`src/rtl/uart_tx_arbiter_if.sv`:
```
`default_nettype none
// ============================================================================
// Interface : uart_tx_arbiter_if
// Purpose   : Bundles the requester handshake and the uart_tx control/status
//             signals of the uart_tx_arbiter.
//             slave  - the arbiter side (consumes requests, drives uart_tx)
//             master - the environment side (requesters + uart_tx)
// Signals   : req_valid[N_REQ]             requester has a byte pending
//             req_data[N_REQ*FRAME_BITS]   packed bytes, requester i at
//                                          [i*FRAME_BITS +: FRAME_BITS]
//             req_last[N_REQ]              byte closes a packet
//             req_ack[N_REQ]               one-hot capture pulse
//             tx_start                     start pulse to uart_tx
//             tx_data[FRAME_BITS]          byte to uart_tx
//             tx_status                    uart_tx busy flag
// Revision  : 1.0 - initial release
// ============================================================================
interface uart_tx_arbiter_if #(
    parameter int N_REQ      = 4,
    parameter int FRAME_BITS = 8
);
    logic [N_REQ-1:0]            req_valid;
    logic [N_REQ*FRAME_BITS-1:0] req_data;
    logic [N_REQ-1:0]            req_last;
    logic [N_REQ-1:0]            req_ack;
    logic                        tx_start;
    logic [FRAME_BITS-1:0]       tx_data;
    logic                        tx_status;

    modport slave (
        input  req_valid, req_data, req_last, tx_status,
        output req_ack, tx_start, tx_data
    );

    modport master (
        output req_valid, req_data, req_last, tx_status,
        input  req_ack, tx_start, tx_data
    );
endinterface
`default_nettype wire

```
`src/rtl/uart_tx_arbiter.sv`:
```
`default_nettype none
// ============================================================================
// Module    : uart_tx_arbiter
// Purpose   : Round-robin arbiter sharing one uart_tx serializer among N_REQ
//             byte producers. Captures one byte per grant, pulses tx_start,
//             follows tx_status through the frame and re-arbitrates once the
//             line is idle again.
// Ports     : clk            system clock
//             rst_n          asynchronous active-low reset
//             bus            uart_tx_arbiter_if.slave (requesters + uart_tx)
//             o_grant_id     index of the current/last granted requester
//             o_busy         arbiter not in IDLE
//             o_ack_timeout  1-cycle pulse: uart_tx never went busy
// Options   : UART_ARB_LOCK_EN - packet lock; a captured byte with req_last=0
//             keeps the grant on that requester until its last byte.
// Revision  : 1.0 - initial release
// ============================================================================
module uart_tx_arbiter #(
    parameter int N_REQ       = 4,
    parameter int FRAME_BITS  = 8,
    parameter int ACK_TIMEOUT = 16
) (
    input  wire logic                   clk,
    input  wire logic                   rst_n,
    uart_tx_arbiter_if.slave            bus,
    output logic [$clog2(N_REQ)-1:0]    o_grant_id,
    output logic                        o_busy,
    output logic                        o_ack_timeout
);
    localparam int IDW  = $clog2(N_REQ);
    localparam int CNTW = $clog2(ACK_TIMEOUT + 1);

    localparam logic [IDW-1:0]  c_last_id = IDW'(N_REQ - 1);
    localparam logic [CNTW-1:0] c_cnt_max = CNTW'(ACK_TIMEOUT - 1);

    typedef enum logic [1:0] {
        S_IDLE      = 2'd0,
        S_ISSUE     = 2'd1,
        S_WAIT_ACK  = 2'd2,
        S_WAIT_DONE = 2'd3
    } state_t;

    state_t                r_state,   w_state_nxt;
    logic [IDW-1:0]        r_rr_ptr,  w_rr_nxt;
    logic [IDW-1:0]        r_grant_id, w_grant_nxt;
    logic [FRAME_BITS-1:0] r_tx_data, w_data_nxt;
    logic [N_REQ-1:0]      r_req_ack, w_ack_nxt;
    logic                  r_tx_start, w_start_nxt;
    logic                  r_ack_timeout, w_to_nxt;
    logic [CNTW-1:0]       r_cnt,     w_cnt_nxt;

    logic [N_REQ-1:0]      w_eligible;
    logic                  w_found;
    logic [IDW-1:0]        w_winner;
    logic [FRAME_BITS-1:0] w_req_byte [N_REQ];

    // Unpack the flat data bus so the winner's byte is a plain array read.
    for (genvar gi = 0; gi < N_REQ; gi++) begin : g_unpack
        assign w_req_byte[gi] = bus.req_data[gi*FRAME_BITS +: FRAME_BITS];
    end

`ifdef UART_ARB_LOCK_EN
    logic             r_lock, w_lock_nxt;
    logic [N_REQ-1:0] w_lock_mask;

    // While locked only the owning requester (always the last grant) may win.
    assign w_lock_mask = r_lock ? ({{(N_REQ-1){1'b0}}, 1'b1} << r_grant_id) : '1;
    assign w_eligible  = bus.req_valid & w_lock_mask;
`else
    logic w_unused_last;

    assign w_eligible    = bus.req_valid;
    assign w_unused_last = ^bus.req_last;
`endif

    // Search starts one past the last winner and wraps, so the previous
    // winner has the lowest priority in the next round.
    always_comb begin : p_arbitrate
        logic [IDW-1:0] w_cand;
        w_cand   = r_rr_ptr;
        w_found  = 1'b0;
        w_winner = '0;
        for (int k = 0; k < N_REQ; k++) begin
            w_cand = (w_cand == c_last_id) ? '0 : w_cand + 1'b1;
            if (!w_found && w_eligible[w_cand]) begin
                w_found  = 1'b1;
                w_winner = w_cand;
            end
        end
    end

    always_comb begin : p_next
        w_state_nxt = r_state;
        w_rr_nxt    = r_rr_ptr;
        w_grant_nxt = r_grant_id;
        w_data_nxt  = r_tx_data;
        w_ack_nxt   = '0;
        w_start_nxt = 1'b0;
        w_to_nxt    = 1'b0;
        w_cnt_nxt   = r_cnt;
`ifdef UART_ARB_LOCK_EN
        w_lock_nxt  = r_lock;
`endif
        case (r_state)
            S_IDLE: begin
                // A busy uart_tx (leftover or external) blocks arbitration.
                if (!bus.tx_status && w_found) begin
                    w_state_nxt         = S_ISSUE;
                    w_data_nxt          = w_req_byte[w_winner];
                    w_grant_nxt         = w_winner;
                    w_ack_nxt[w_winner] = 1'b1;
                    w_start_nxt         = 1'b1;
`ifdef UART_ARB_LOCK_EN
                    w_lock_nxt          = !bus.req_last[w_winner];
`endif
                end
            end
            S_ISSUE: begin
                w_rr_nxt    = r_grant_id;
                w_cnt_nxt   = '0;
                w_state_nxt = S_WAIT_ACK;
            end
            S_WAIT_ACK: begin
                if (bus.tx_status) begin
                    w_state_nxt = S_WAIT_DONE;
                end else if (r_cnt == c_cnt_max) begin
                    // Byte is dropped: it was already acknowledged.
                    w_to_nxt    = 1'b1;
                    w_state_nxt = S_IDLE;
`ifdef UART_ARB_LOCK_EN
                    w_lock_nxt  = 1'b0;
`endif
                end else begin
                    w_cnt_nxt = r_cnt + 1'b1;
                end
            end
            S_WAIT_DONE: begin
                if (!bus.tx_status) begin
                    w_state_nxt = S_IDLE;
                end
            end
            default: begin
                w_state_nxt = S_IDLE;
            end
        endcase
    end

    always_ff @(posedge clk or negedge rst_n) begin
        if (!rst_n) begin
            r_state       <= S_IDLE;
            r_rr_ptr      <= c_last_id;
            r_grant_id    <= '0;
            r_tx_data     <= '0;
            r_req_ack     <= '0;
            r_tx_start    <= 1'b0;
            r_ack_timeout <= 1'b0;
            r_cnt         <= '0;
`ifdef UART_ARB_LOCK_EN
            r_lock        <= 1'b0;
`endif
        end else begin
            r_state       <= w_state_nxt;
            r_rr_ptr      <= w_rr_nxt;
            r_grant_id    <= w_grant_nxt;
            r_tx_data     <= w_data_nxt;
            r_req_ack     <= w_ack_nxt;
            r_tx_start    <= w_start_nxt;
            r_ack_timeout <= w_to_nxt;
            r_cnt         <= w_cnt_nxt;
`ifdef UART_ARB_LOCK_EN
            r_lock        <= w_lock_nxt;
`endif
        end
    end

    assign bus.req_ack    = r_req_ack;
    assign bus.tx_start   = r_tx_start;
    assign bus.tx_data    = r_tx_data;
    assign o_grant_id     = r_grant_id;
    assign o_busy         = (r_state != S_IDLE);
    assign o_ack_timeout  = r_ack_timeout;
endmodule
`default_nettype wire

```
`src/flat_wrapper.sv`:
```
// flat-port wrapper written by rule: the top's interface ports become plain ports
module uart_tx_arbiter_flat 
#(
    parameter int N_REQ       = 4,
    parameter int FRAME_BITS  = 8,
    parameter int ACK_TIMEOUT = 16
)
  (clk, rst_n, o_grant_id, o_busy, o_ack_timeout, bus_req_valid, bus_req_data, bus_req_last, bus_tx_status, bus_req_ack, bus_tx_start, bus_tx_data);
  uart_tx_arbiter_if #(.N_REQ(N_REQ), .FRAME_BITS(FRAME_BITS)) bus_i ();
  input  wire logic clk;
  input  wire logic rst_n;
  output logic [$clog2(N_REQ)-1:0] o_grant_id;
  output logic o_busy;
  output logic o_ack_timeout;
  input wire logic [$bits(bus_i.req_valid)-1:0] bus_req_valid;
  input wire logic [$bits(bus_i.req_data)-1:0] bus_req_data;
  input wire logic [$bits(bus_i.req_last)-1:0] bus_req_last;
  input wire logic [$bits(bus_i.tx_status)-1:0] bus_tx_status;
  output wire logic [$bits(bus_i.req_ack)-1:0] bus_req_ack;
  output wire logic [$bits(bus_i.tx_start)-1:0] bus_tx_start;
  output wire logic [$bits(bus_i.tx_data)-1:0] bus_tx_data;
  assign bus_i.req_valid = bus_req_valid;
  assign bus_i.req_data = bus_req_data;
  assign bus_i.req_last = bus_req_last;
  assign bus_i.tx_status = bus_tx_status;
  assign bus_req_ack = bus_i.req_ack;
  assign bus_tx_start = bus_i.tx_start;
  assign bus_tx_data = bus_i.tx_data;
  uart_tx_arbiter #(.N_REQ(N_REQ), .FRAME_BITS(FRAME_BITS), .ACK_TIMEOUT(ACK_TIMEOUT)) u_core (.clk(clk), .rst_n(rst_n), .bus(bus_i), .o_grant_id(o_grant_id), .o_busy(o_busy), .o_ack_timeout(o_ack_timeout));
endmodule
```
`config.mk`:
```
export PLATFORM = sky130hd
export DESIGN_NAME = uart_tx_arbiter_flat
export DESIGN_NICKNAME = d
export VERILOG_FILES = /design/src/rtl/uart_tx_arbiter_if.sv /design/src/rtl/uart_tx_arbiter.sv /design/src/flat_wrapper.sv
export SDC_FILE = /design/constraint.sdc
export NUM_CORES = 1
export LEC_CHECK = 0
export ABC_AREA = 0
export CAP_MARGIN = 20
export CORE_MARGIN = 2
export CORE_UTILIZATION = 41
export DETAILED_ROUTE_END_ITERATION = 7
export HOLD_SLACK_MARGIN = 0.15
export PLACE_DENSITY_LB_ADDON = 0.12
export SYNTH_ARGS = -nofsm -noshare
export SYNTH_HDL_FRONTEND = slang
export SYNTH_SLANG_ARGS = --single-unit
export TNS_END_PERCENT = 1
```
`constraint.sdc`:
```
create_clock -name clk -period 2.4 [get_ports clk]
set_input_delay 0.6 -clock clk [delete_from_list [all_inputs] [get_ports clk]]
set_output_delay 0.6 -clock clk [all_outputs]
set_load 0.01 [all_outputs]
```
; Word-level counts from Yosys, hierarchy flattened
; Index checks and enable logic that the tools add are counted.
; Widths: inputs -> output; s select.
[totals]
inputBits = 43
output_inout_bits = 17
ff_bits = 25
word_cells = 89
[classes]
n_reduce_logical = 15
muxes = 40
addsub = 5
order_cmp = 7
n_bitwise = 1
n_eq_ne = 13
[op_table]
columns = op, n
row1 = $mux 2, 12
row2 = $bmux 8 s2, 1
row3 = $mux 8, 2
row4 = $lt 2x3->1 const B, 5
row5 = $mux 1, 14
row6 = $eq 2x2->1 const B, 6
row7 = $mux 5, 2
row8 = $pmux 5 s2, 1
row9 = $add 2x1->2 const B, 4
row10 = $bmux 1 s2, 4
row11 = $mux 4, 2
row12 = $pmux 2 s4, 1
row13 = $ne 2x2->1 const B, 3
row14 = $reduce_and 3->1, 2
row15 = $add 5x1->5 const B, 1
row16 = $eq 5x4->1 const B, 1
row17 = $logic_and 1x1->1, 5
row18 = $logic_not 1->1, 4
row19 = $reduce_bool 2->1, 2
row20 = $ge 3x3->1 const B, 1
row21 = $ne 3x2->1 const B, 1
row22 = $not 2->3, 1
row23 = $demux 1 s2, 1
row24 = $eq 2x1->1 const B, 1
row25 = other kinds (4), 4

; Depth between registers and ports, before layout
[logic_depth]
word_depth = 20
mapped_depth = 8
mapped_depth_nobuf = 8

; Least setup slack after synthesis
; No wires, ideal clock.
[synth_timing]
path_type = flip-flop to flip-flop
from = register u_core.r_rr_ptr[0]
to = register u_core.r_tx_data[0] (netlist: u_core.bus.tx_data[0])
path_stages_with_launch = 9
arrival_ns = 1.941
period_less_slack_ns = 2.044
slack_ns = 0.356
t_required_ns = 2.296
n_path_buf = 2
setup_time_ns = 0.104
cell_sequence = dfstp_2 > ha_1 > nor3b_1 > o32a_1 > buf_6 > nand2_8 > buf_4 > nand3_1 > a221oi_1
[synth_via]
elab_chain_len = 18
word_cells_on_any_way = 40
classes_between = 4 x add/sub / 4 x eq/ne / 23 x mux / 1 x bitwise / 8 x reduce/logical
[synth_rtl]
columns = element, line_no
row1 = "start, declared", uart_tx_arbiter.sv:44  ; logic [IDW-1:0] r_rr_ptr, w_rr_nxt;
row2 = "start signal, assigned", uart_tx_arbiter.sv:151  ; r_rr_ptr <= c_last_id;
row3 = "start signal, assigned", uart_tx_arbiter.sv:163  ; r_rr_ptr <= w_rr_nxt;
row4 = $add 2x1->2 / $eq 2x2->1 (equally long branches), uart_tx_arbiter.sv:84  ; w_cand = (w_cand == c_last_id) ? '0 : w_cand + 1'b1;
row5 = $mux 2 *, uart_tx_arbiter.sv:84
row6 = branches (longest 16 deep; another with $add 2x1->2), n/a
row7 = "end signal, assigned", uart_tx_arbiter.sv:165  ; r_tx_data <= w_data_nxt;
row8 = "end, declared", uart_tx_arbiter.sv:46  ; logic [FRAME_BITS-1:0] r_tx_data, w_data_nxt;
; Mark *: on every way between the ends. The select of a mux whose other input is x is not followed.
; A chain may end at the register's enable or synchronous reset.

; Final worst setup path
[layout_timing]
from = register u_core.r_state[0]
to = output port o_busy
[layout_via]
elab_chain_len = 1
[layout_rtl]
columns = element, line_no
row1 = "start, declared", uart_tx_arbiter.sv:43  ; state_t r_state, w_state_nxt;
row2 = "start signal, assigned", uart_tx_arbiter.sv:162  ; r_state <= w_state_nxt;
row3 = $reduce_bool 2->1, uart_tx_arbiter.sv:180  ; assign o_busy = (r_state != S_IDLE);
row4 = "end, declared", flat_wrapper.sv:13  ; output logic o_busy;
; No other way between the ends.

==> out/results.ini <==
[cts]
cts_tree=built
cts_resized=0
numCtsBuffers=3
worstSkewPairLatency_ps=310
holdBufCountCts=0
post_cts_buffers=0
h-tree-depth=1
clk_path_buf_depth=2
path_clk_slew_ps=130
cts_root_buf=clkbuf_4
cts.sinks=25

[synth]
yosysTopAreaCellShare_pct=42.4
syn_nets=181
synth_seq_area_share_pct=46.2
synth_area_leader_cell=dfrtp_1
synth_area_um2=1360
avgSynthCellArea_um2=10.1
postSynthCellCount=135
synth_area_leaders=dfrtp_1 (42%), mux2i_1 (8.8%), a221oi_1 (5.2%)
synth_cell_types=38
yosysWarnings=0
synth-seq-cells=25

[floorplan]
rows=20
io-pin-count=60
start_util_pct=43.8
dieArea_um2=3790
die_w_um=61.6
dieHeight_um=61.6
core_area_um2=3100

[run]
maxCapViolCount=0

[global_routing]
grt_pass1_wl_mm=5.40
track_usage_pct=19.3
antenna_found_initial=0
grt_pass1_vias=1215
grt_overflow=0
grt_max_degree=26

[power]
power.total_mw=1.91
vdd_drop_max_uv=407
power_density_nw_per_um2=958
p_leak_nw=0.852

[place]
port_buffers=55
place_hpwl_mm=2.57
place_inst=235
place_congestion=0.811

[status]
outcome=complete, no violations

[drt]
viasPerCell=5.24
dr_wl_met2_mm=1.79
wl_met1_mm=1.42
wire_per_inst_um=14.1
firstDrtPassIters=4
top_layer_used=met4
dr_wl_met3_um=131
drt-total-wl_mm=3.36
drt_iter0_markers=28
drc=0
antenna_left=0
vias=1253

[setup_path]
crit_arrival_ps=1660
path_class=reg -> out
critPathRequiredTime_ps=1800
endpoint_kind=output port
cp_max_fo=13
critPathLaunchType=flop

[timing]
fin_crit_sh_pct=94.4
tightest_slew_ps=647
finalHoldViolations=0
setup_violations=0
final_max_slew_viol_count=0
fin_crit_ps=2260
slew_headroom_pct=56.7
rsz0062_at_grt=no
clock.fmax_mhz=442
finalClockSkew_ps=5.66

[layout]
layout-drive-gt1-share_pct=9.74
fin_nets=242
fill_cells=268
stdcell_count=239
antenna_cells=0
area_growth_pct=47.0
final_common_cell=clkdlybuf4s50_1
layout_common_cells=clkdlybuf4s50_1 (55), dfrtp_1 (23), nor2_1 (14)

[worst_hold_path]
worstHoldPathType=reg -> reg

## layout make-up
type / instances / area, µm² / share of cell area (%)
well taps: 44 / 55.1 / 2.76
clock inverters: 1 / 5.00 / 0.251
multi-input cells: 98 / 657 / 32.9
clock buffers: 3 / 22.5 / 1.13
inverters: 5 / 18.8 / 0.940
repair buffers: 63 / 611 / 30.6
flip-flops and latches: 25 / 628 / 31.5
## cells in the mapped netlist
| cell | n |
|---|---|
| o31a_1 | 2 |
| o32a_1 | 1 |
| mux2i_1 | 12 |
| nor2_1 | 14 |
| inv_2 | 1 |
| nand3_1 | 5 |
| dfstp_2 | 2 |
| dfrtp_1 | 23 |
| nand2_8 | 1 |
| a31oi_1 | 1 |
| nand2_1 | 10 |
| o21ai_0 | 7 |
| and2b_1 | 1 |
| buf_4 | 1 |
| o21ai_1 | 2 |
| nand4_1 | 1 |
| a21oi_1 | 5 |
| buf_6 | 1 |
| o41ai_2 | 1 |
| nor3_1 | 6 |
| a21boi_0 | 1 |
| o21a_1 | 1 |
| and2_1 | 1 |
| nand2b_1 | 1 |
| o22ai_1 | 1 |
| and3_1 | 2 |
| mux2_2 | 1 |
| ha_1 | 3 |
| buf_2 | 1 |
| nor3b_1 | 1 |
| a221oi_1 | 8 |
| nor2b_1 | 1 |
| inv_1 | 4 |
| o211ai_1 | 4 |
| or2_2 | 1 |
| a211oi_1 | 3 |
| clkbuf_1 | 3 |
| buf_12 | 1 |
## cells by family after synthesis
kind of cell    synth area share, %
simple gates                   16.5
compound gates                 19.4
flops                          46.2
mux                            9.67
buf+inv                        5.43
fa+ha+maj                      2.76
## power breakdown
part | internal, mW | switching [mW] | total [mW]
combinational | 0.535 | 0.492 | 1.03
sequential | 0.580 | 0.118 | 0.699
clock | 0.0622 | 0.124 | 0.186
total | 1.18 | 0.735 | 1.91
## sequential cells by signal (all words and copies together), names as in the netlist
register,cells
u_core.bus.req_ack,4
u_core.bus.tx_data,8
u_core.bus.tx_start,1
u_core.o_ack_timeout,1
u_core.o_grant_id,2
u_core.r_cnt,5
u_core.r_rr_ptr,2
u_core.r_state,2
## routing by layer
layer / global-route usage (%) / up-vias
met1: 24.9 / 608
met5: 0 / -
met3: 3.15 / 2
met2: 32.6 / 26
met4: 6.69 / 0
li1: - / 617
## final timing paths
path                                                start                                 to  slack [ps]  cells past startpoint
min reg2reg                u_core.r_rr_ptr[1]$_DFFE_PN1N_     u_core.r_rr_ptr[1]$_DFFE_PN1N_         490                      2
min in group asynchronous                           rst_n   u_core.o_grant_id[1]$_DFFE_PN0P_         640                      2
min                        u_core.r_rr_ptr[1]$_DFFE_PN1N_     u_core.r_rr_ptr[1]$_DFFE_PN1N_         490                      2
max in group asynchronous                           rst_n     u_core.r_rr_ptr[0]$_DFFE_PN1N_        1480                      2
max                         u_core.r_state[0]$_DFFE_PN0P_                             o_busy         140                      2
max reg2reg                u_core.r_rr_ptr[0]$_DFFE_PN1N_  u_core.bus.tx_data[2]$_DFFE_PN0P_         220                      6
## worst max-delay path, stage by stage, from the launching register on
cell             delay (ps)
dfrtp_1                 550
or2_2                   340
clkdlybuf4s50_1         480
## stage by stage
step | hold slack [ps] | setup slack [ps] | setup TNS, ps | utilization [%] | area, µm²
after floorplan | 304 | 356 | 0 | - | 1360
final | 493 | 135 | 0 | 64.4 | 2000
after CTS | 503 | 126 | 0 | 64.4 | 2000
after global routing | 522 | 42.4 | 0 | 64.4 | 2000
after global placement | 473 | 20.1 | 0 | 63.5 | 1970
after detailed placement | 484 | -49.9 | -187 | 63.5 | 1970
Power figures use the tool's default switching activity.
